**src/rtl/mem_port_arbiter_if.sv**
```systemverilog
// Request/response bundle between the IF and LS requesters, the arbiter and the unified memory port.
// The slave modport is the arbiter's view; master is the requesters-plus-memory view.
interface mem_port_arbiter_if;
    logic        if_req_valid;
    logic        if_req_ready;
    logic [31:0] if_req_addr;
    logic        if_rsp_valid;
    logic [31:0] if_rsp_rdata;

    logic        ls_req_valid;
    logic        ls_req_ready;
    logic [31:0] ls_req_addr;
    logic        ls_req_wen;
    logic [31:0] ls_req_wdata;
    logic [3:0]  ls_req_mask;
    logic        ls_rsp_valid;
    logic [31:0] ls_rsp_rdata;

    logic        mem_req_valid;
    logic        mem_req_ready;
    logic [31:0] mem_addr;
    logic        mem_ren;
    logic        mem_wen;
    logic [31:0] mem_wdata;
    logic [3:0]  mem_mask;
    logic        mem_rsp_valid;
    logic [31:0] mem_rsp_rdata;

    modport slave (
        input  if_req_valid, if_req_addr,
        output if_req_ready, if_rsp_valid, if_rsp_rdata,
        input  ls_req_valid, ls_req_addr, ls_req_wen, ls_req_wdata, ls_req_mask,
        output ls_req_ready, ls_rsp_valid, ls_rsp_rdata,
        output mem_req_valid, mem_addr, mem_ren, mem_wen, mem_wdata, mem_mask,
        input  mem_req_ready, mem_rsp_valid, mem_rsp_rdata
    );

    modport master (
        output if_req_valid, if_req_addr,
        input  if_req_ready, if_rsp_valid, if_rsp_rdata,
        output ls_req_valid, ls_req_addr, ls_req_wen, ls_req_wdata, ls_req_mask,
        input  ls_req_ready, ls_rsp_valid, ls_rsp_rdata,
        input  mem_req_valid, mem_addr, mem_ren, mem_wen, mem_wdata, mem_mask,
        output mem_req_ready, mem_rsp_valid, mem_rsp_rdata
    );
endinterface

```
**src/rtl/mem_port_arbiter.sv**
```systemverilog
// Shares one variable-latency memory port between instruction fetch and load/store.
// One transaction in flight; LS has priority, bounded by an IF anti-starvation counter.
module mem_port_arbiter #(
    parameter int unsigned FETCH_STARVE_LIMIT = 4
) (
    input  logic              i_clk,
    input  logic              i_rst,
    mem_port_arbiter_if.slave bus,
    output logic              o_busy
);
    localparam int unsigned CntW =
        (FETCH_STARVE_LIMIT > 0) ? $clog2(FETCH_STARVE_LIMIT + 1) : 1;
    localparam logic [CntW-1:0] StarveMax = CntW'(FETCH_STARVE_LIMIT);

    typedef enum logic [1:0] {StIdle, StIssue, StWait} state_e;

    state_e          state_q;
    logic            owner_ls_q;
    logic            is_read_q;
    logic [CntW-1:0] starve_q;

    logic            mem_req_valid_q;
    logic [31:0]     mem_addr_q;
    logic            mem_ren_q;
    logic            mem_wen_q;
    logic [31:0]     mem_wdata_q;
    logic [3:0]      mem_mask_q;

    logic if_force;
    logic ls_grant;
    logic if_grant;
    logic rsp_fire;

    always_comb begin
        if_force = (FETCH_STARVE_LIMIT != 0) && (starve_q == StarveMax) && bus.if_req_valid;
        // Gated by reset so that every output reads 0 while reset is held.
        ls_grant = !i_rst && (state_q == StIdle) && bus.ls_req_valid && !if_force;
        if_grant = !i_rst && (state_q == StIdle) && bus.if_req_valid &&
                   (!bus.ls_req_valid || if_force);
        rsp_fire = (state_q == StWait) && bus.mem_rsp_valid;
    end

    always_ff @(posedge i_clk or posedge i_rst) begin
        if (i_rst) begin
            state_q         <= StIdle;
            owner_ls_q      <= 1'b1;
            is_read_q       <= 1'b0;
            starve_q        <= '0;
            mem_req_valid_q <= 1'b0;
            mem_addr_q      <= '0;
            mem_ren_q       <= 1'b0;
            mem_wen_q       <= 1'b0;
            mem_wdata_q     <= '0;
            mem_mask_q      <= '0;
        end else begin
            case (state_q)
                StIdle: begin
                    if (ls_grant) begin
                        state_q         <= StIssue;
                        owner_ls_q      <= 1'b1;
                        is_read_q       <= !bus.ls_req_wen;
                        mem_req_valid_q <= 1'b1;
                        mem_addr_q      <= bus.ls_req_addr & 32'hFFFF_FFFC;
                        mem_ren_q       <= !bus.ls_req_wen;
                        mem_wen_q       <= bus.ls_req_wen;
                        mem_wdata_q     <= bus.ls_req_wdata;
                        mem_mask_q      <= bus.ls_req_mask;
                        if (bus.if_req_valid && (starve_q != StarveMax)) begin
                            starve_q <= starve_q + CntW'(1);
                        end
                    end else if (if_grant) begin
                        state_q         <= StIssue;
                        owner_ls_q      <= 1'b0;
                        is_read_q       <= 1'b1;
                        mem_req_valid_q <= 1'b1;
                        mem_addr_q      <= bus.if_req_addr & 32'hFFFF_FFFC;
                        mem_ren_q       <= 1'b1;
                        mem_wen_q       <= 1'b0;
                        mem_wdata_q     <= '0;
                        mem_mask_q      <= 4'b1111;
                        starve_q        <= '0;
                    end
                end
                StIssue: begin
                    if (bus.mem_req_ready) begin
                        state_q         <= StWait;
                        mem_req_valid_q <= 1'b0;
                        mem_ren_q       <= 1'b0;
                        mem_wen_q       <= 1'b0;
                    end
                end
                StWait: begin
                    if (bus.mem_rsp_valid) begin
                        state_q <= StIdle;
                    end
                end
                default: state_q <= StIdle;
            endcase
        end
    end

    always_comb begin
        bus.if_req_ready  = if_grant;
        bus.ls_req_ready  = ls_grant;
        bus.if_rsp_valid  = rsp_fire && !owner_ls_q;
        bus.if_rsp_rdata  = (rsp_fire && !owner_ls_q) ? bus.mem_rsp_rdata : 32'h0;
        bus.ls_rsp_valid  = rsp_fire && owner_ls_q;
        // Store acks carry no data.
        bus.ls_rsp_rdata  = (rsp_fire && owner_ls_q && is_read_q) ? bus.mem_rsp_rdata : 32'h0;
        bus.mem_req_valid = mem_req_valid_q;
        bus.mem_addr      = mem_addr_q;
        bus.mem_ren       = mem_ren_q;
        bus.mem_wen       = mem_wen_q;
        bus.mem_wdata     = mem_wdata_q;
        bus.mem_mask      = mem_mask_q;
        o_busy            = (state_q != StIdle);
    end
endmodule
```
**src/flat_wrapper.sv**
```systemverilog
// flat-port wrapper written by rule: the top's interface ports become plain ports
module mem_port_arbiter_flat 
#(
    parameter int unsigned FETCH_STARVE_LIMIT = 4
)
  (i_clk, i_rst, o_busy, bus_if_req_valid, bus_if_req_addr, bus_if_req_ready, bus_if_rsp_valid, bus_if_rsp_rdata, bus_ls_req_valid, bus_ls_req_addr, bus_ls_req_wen, bus_ls_req_wdata, bus_ls_req_mask, bus_ls_req_ready, bus_ls_rsp_valid, bus_ls_rsp_rdata, bus_mem_req_valid, bus_mem_addr, bus_mem_ren, bus_mem_wen, bus_mem_wdata, bus_mem_mask, bus_mem_req_ready, bus_mem_rsp_valid, bus_mem_rsp_rdata);
  mem_port_arbiter_if bus_i ();
  input  logic i_clk;
  input  logic i_rst;
  output logic o_busy;
  input wire logic [$bits(bus_i.if_req_valid)-1:0] bus_if_req_valid;
  input wire logic [$bits(bus_i.if_req_addr)-1:0] bus_if_req_addr;
  output wire logic [$bits(bus_i.if_req_ready)-1:0] bus_if_req_ready;
  output wire logic [$bits(bus_i.if_rsp_valid)-1:0] bus_if_rsp_valid;
  output wire logic [$bits(bus_i.if_rsp_rdata)-1:0] bus_if_rsp_rdata;
  input wire logic [$bits(bus_i.ls_req_valid)-1:0] bus_ls_req_valid;
  input wire logic [$bits(bus_i.ls_req_addr)-1:0] bus_ls_req_addr;
  input wire logic [$bits(bus_i.ls_req_wen)-1:0] bus_ls_req_wen;
  input wire logic [$bits(bus_i.ls_req_wdata)-1:0] bus_ls_req_wdata;
  input wire logic [$bits(bus_i.ls_req_mask)-1:0] bus_ls_req_mask;
  output wire logic [$bits(bus_i.ls_req_ready)-1:0] bus_ls_req_ready;
  output wire logic [$bits(bus_i.ls_rsp_valid)-1:0] bus_ls_rsp_valid;
  output wire logic [$bits(bus_i.ls_rsp_rdata)-1:0] bus_ls_rsp_rdata;
  output wire logic [$bits(bus_i.mem_req_valid)-1:0] bus_mem_req_valid;
  output wire logic [$bits(bus_i.mem_addr)-1:0] bus_mem_addr;
  output wire logic [$bits(bus_i.mem_ren)-1:0] bus_mem_ren;
  output wire logic [$bits(bus_i.mem_wen)-1:0] bus_mem_wen;
  output wire logic [$bits(bus_i.mem_wdata)-1:0] bus_mem_wdata;
  output wire logic [$bits(bus_i.mem_mask)-1:0] bus_mem_mask;
  input wire logic [$bits(bus_i.mem_req_ready)-1:0] bus_mem_req_ready;
  input wire logic [$bits(bus_i.mem_rsp_valid)-1:0] bus_mem_rsp_valid;
  input wire logic [$bits(bus_i.mem_rsp_rdata)-1:0] bus_mem_rsp_rdata;
  assign bus_i.if_req_valid = bus_if_req_valid;
  assign bus_i.if_req_addr = bus_if_req_addr;
  assign bus_if_req_ready = bus_i.if_req_ready;
  assign bus_if_rsp_valid = bus_i.if_rsp_valid;
  assign bus_if_rsp_rdata = bus_i.if_rsp_rdata;
  assign bus_i.ls_req_valid = bus_ls_req_valid;
  assign bus_i.ls_req_addr = bus_ls_req_addr;
  assign bus_i.ls_req_wen = bus_ls_req_wen;
  assign bus_i.ls_req_wdata = bus_ls_req_wdata;
  assign bus_i.ls_req_mask = bus_ls_req_mask;
  assign bus_ls_req_ready = bus_i.ls_req_ready;
  assign bus_ls_rsp_valid = bus_i.ls_rsp_valid;
  assign bus_ls_rsp_rdata = bus_i.ls_rsp_rdata;
  assign bus_mem_req_valid = bus_i.mem_req_valid;
  assign bus_mem_addr = bus_i.mem_addr;
  assign bus_mem_ren = bus_i.mem_ren;
  assign bus_mem_wen = bus_i.mem_wen;
  assign bus_mem_wdata = bus_i.mem_wdata;
  assign bus_mem_mask = bus_i.mem_mask;
  assign bus_i.mem_req_ready = bus_mem_req_ready;
  assign bus_i.mem_rsp_valid = bus_mem_rsp_valid;
  assign bus_i.mem_rsp_rdata = bus_mem_rsp_rdata;
  mem_port_arbiter #(.FETCH_STARVE_LIMIT(FETCH_STARVE_LIMIT)) u_core (.i_clk(i_clk), .i_rst(i_rst), .bus(bus_i), .o_busy(o_busy));
endmodule
```
**config.mk**
```make
export PLATFORM = sky130hd
export DESIGN_NAME = mem_port_arbiter_flat
export DESIGN_NICKNAME = d
export VERILOG_FILES = /design/src/rtl/mem_port_arbiter_if.sv /design/src/rtl/mem_port_arbiter.sv /design/src/flat_wrapper.sv
export SDC_FILE = /design/constraint.sdc
export NUM_CORES = 1
export LEC_CHECK = 0
export ABC_AREA = 1
export ABC_CLOCK_PERIOD_IN_PS = 8100
export CAP_MARGIN = 20
export CORE_MARGIN = 4
export CORE_UTILIZATION = 36
export DETAILED_ROUTE_END_ITERATION = 7
export PLACE_DENSITY = 0.86
export SYNTH_ARGS = -nofsm -noshare
export SYNTH_HDL_FRONTEND = slang
export SYNTH_SLANG_ARGS = --single-unit
```
**constraint.sdc**
```tcl
create_clock -name i_clk -period 8.1 [get_ports i_clk]
set_input_delay 1.62 -clock i_clk [delete_from_list [all_inputs] [get_ports i_clk]]
set_output_delay 1.62 -clock i_clk [all_outputs]
set_load 0.02 [all_outputs]
```
==> impl_metrics.yaml <==
global_route:
  track_usage_pct: 23.23
  overflow: 0
  grt_pass1_vias: 4135
  antenna_found_initial: 5
  grt_pass1_wl_um: 20780
  grt_max_degree: 79
setup_path:
  r2r_end: "u_core.bus.mem_ren"
  cp.arrival_ps: 3870
  ff2ff_path_depth: 9
  r2r_slack_ps: 5890
  r2r_start: "u_core.starve_q[0]"
  critPathKind: "in2out"
  crit_fanout: 32
  start_kind: "input pin"
  cp-end-kind: "output pin"
  worstPathRequired_ps: 6480
synth:
  yosysSeqAreaShare_pct: 52.76
  syn_area_per_cell_um2: 7.531
  async_flop_share_pct: 100.0
  yosys.area.top_type: "dfrtp_1"
  syn_area_mm2: 0.003607
  synth_common_cells: "nand2_1 (203), nor2_1 (77), dfrtp_1 (75)"
  synth-edff-count: 0
  yosysMostFrequentCell: "nand2_1"
  synth.distinct_cells: 23
  ys_warn_count: 0
  synthFlopType: "dfrtp_1"
  syn_inst: 479
  synth_top_area_share_pct: 52.03
  synth_area_leaders: "dfrtp_1 (52%), nand2_1 (21%), nor2_1 (8.0%)"
  synth-seq-cells: 76
sta:
  setup_ws_ps: 2613
  finalCritPeriodShare_pct: 67.74
  maxSlewViolCount: 0
  setup_tns_ps: 0
  tightest_slew_ps: 1015
  grt_setup_unrepaired: "no"
  period_minus_slack_ps: 5487
  report.final.hold_viol_count: 0
  setup_viol_count_final: 0
  fmax_ghz: 0.1822
  maxSlewHeadroom_pct: 32.18
  skew_ps: 8.680
hold_path:
  worstHoldStart: "u_core.bus.mem_wdata[15]"
  holdPathStages: 2
  min_path_type: "reg2reg"
  min_to: "u_core.bus.mem_wdata[15]"
cts:
  postCtsHoldBufs: 0
  cts_buffers: 9
  clock_sinks: 76
  cts_tree: "built"
  post_cts_resized: 0
  cts-root-buf: "clkbuf_8"
  cts_buffer_depth: 2
  clk_pin_slew_ps: 80
  cts_setup_buffers: 0
  worstSkewPairLatency_ps: 340
  ctsHtreeMaxLevel: 3
finish:
  area_delta_synth_final_pct: 83.18
  regArea_mm2: 0.001903
  fill_cells: 790
  multiInputGateArea_mm2: 0.001379
  layout-drive-gt1-share_pct: 3.743
  nNetsFinal: 884
routing:
  via_count: 4114
  drtPass1Iterations: 4
  drtAntennaViolNets: 0
  post_drt_wl_per_cell_um: 15.72
  remaining_drc_errors: 0
  drt_iter0_markers: 293
  routed_wl_um: 13930
  routed_via_density: 4.643
outcome:
  status: "complete, no violations"
die:
  start_util_pct: 36.90
  ios: 279
  fp.dieH_um: 108.1
  core_area_mm2: 0.009774
  core.rowCount: 36
  die_w_um: 108.1
  die_area_mm2: 0.01169
pwr:
  p_per_area_mw_per_mm2: 301.0
  ir_drop_v: 0.0001990
  leakagePower_nw: 3.127
  finalPower_mw: 1.989
place:
  place.gp.congestion: 0.8413
  dp_hpwl_um: 11010
  port_buffers: 272
  pre_cts_ws_ps: 2434
flow_run:
  max_cap_viol_count: 0
[logic make-up (layout without fill, tap and decap cells)]
logic type	after synthesis	count (layout)	share of synthesized area (%)
other cells	1	7	0.1040
buf+inv	70	338	9.122
flops	76	76	52.76
fa+ha+maj	2	2	0.6936
simple gates	322	322	35.87
xor+xnor	1	1	0.2428
compound gates	7	7	1.214
[registers in the layout (all words and copies together) (netlist names), 2 cells and up]
| signal | flops |
|---|---|
| u_core.bus.mem_addr | 30 |
| u_core.bus.mem_mask | 4 |
| u_core.bus.mem_wdata | 32 |
| u_core.state_q | 2 |
| u_core.starve_q | 3 |
[cells in the final DEF, fill, tap and decap left out, types with 3 or more instances in the layout]
master / instances
buf_4: 3
diode_2: 5
clkdlybuf4s50_1: 272
nor2_1: 77
nand2_1: 203
inv_1: 42
dfrtp_1: 75
clkbuf_8: 9
nand3_1: 36
o21ai_0: 4
clkinv_2: 4
[critical path: stages]
cell and delay [ps]:
clkdlybuf4s50_1 500, nand4_1 100, inv_1 80, nand2_1 560
nor2_1 340, clkdlybuf4s50_1 660
[final cells by class]
type                    instances  area share, %
multi-input cells             334          20.87
clock inverters                 5         0.7953
diodes                          5         0.1894
flip-flops and latches         76          28.80
clock buffers                  11          1.988
well taps                     133          2.518
repair buffers                277          42.26
inverters                      45          2.575
[worst max path at each step]
stage                                 start                   end  slack, ps  cells past startpoint
final                     bus_mem_rsp_valid   bus_ls_rsp_rdata[9]       2610                      6
after global routing      bus_mem_rsp_valid  bus_ls_rsp_rdata[21]       2420                      6
after CTS                             i_rst      bus_ls_req_ready       2430                      6
after detailed placement              i_rst      bus_ls_req_ready       2430                      6
after global placement                i_rst      bus_ls_req_ready       2490                      6
after floorplan                       i_rst      bus_if_req_ready       2300                      4
[per-stage QoR]
| step | hold slack, ps | instances | util [%] | area, um2 |
|---|---|---|---|---|
| global placement | 454.4 | 863 | 65.11 | 6364 |
| CTS | 478.2 | 879 | 66.99 | 6548 |
| floorplan | 442.2 | 480 | - | 3611 |
| detailed placement | 458.2 | 863 | 65.11 | 6364 |
| finish | 477.0 | 886 | 67.60 | 6608 |
| global route | 505.1 | 886 | 67.60 | 6608 |
[metal layers]
metal | routed length, um | vias to the layer above | GRT usage, %
met4 | 880 | 0 | 15.78
met1 | 4511 | 1881 | 21.74
met5 | 0 | - | 0
met3 | 1342 | 56 | 7.104
met2 | 7197 | 220 | 42.94
li1 | - | 1957 | -
[power by group]
| group | leakage, nW | internal, mW | switching (mW) |
|---|---|---|---|
| logic | 2.07 | 0.478 | 0.572 |
| clock network | 0.0931 | 0.141 | 0.133 |
| registers | 0.962 | 0.560 | 0.106 |
Note: power is estimated with default switching activity, not from simulation.
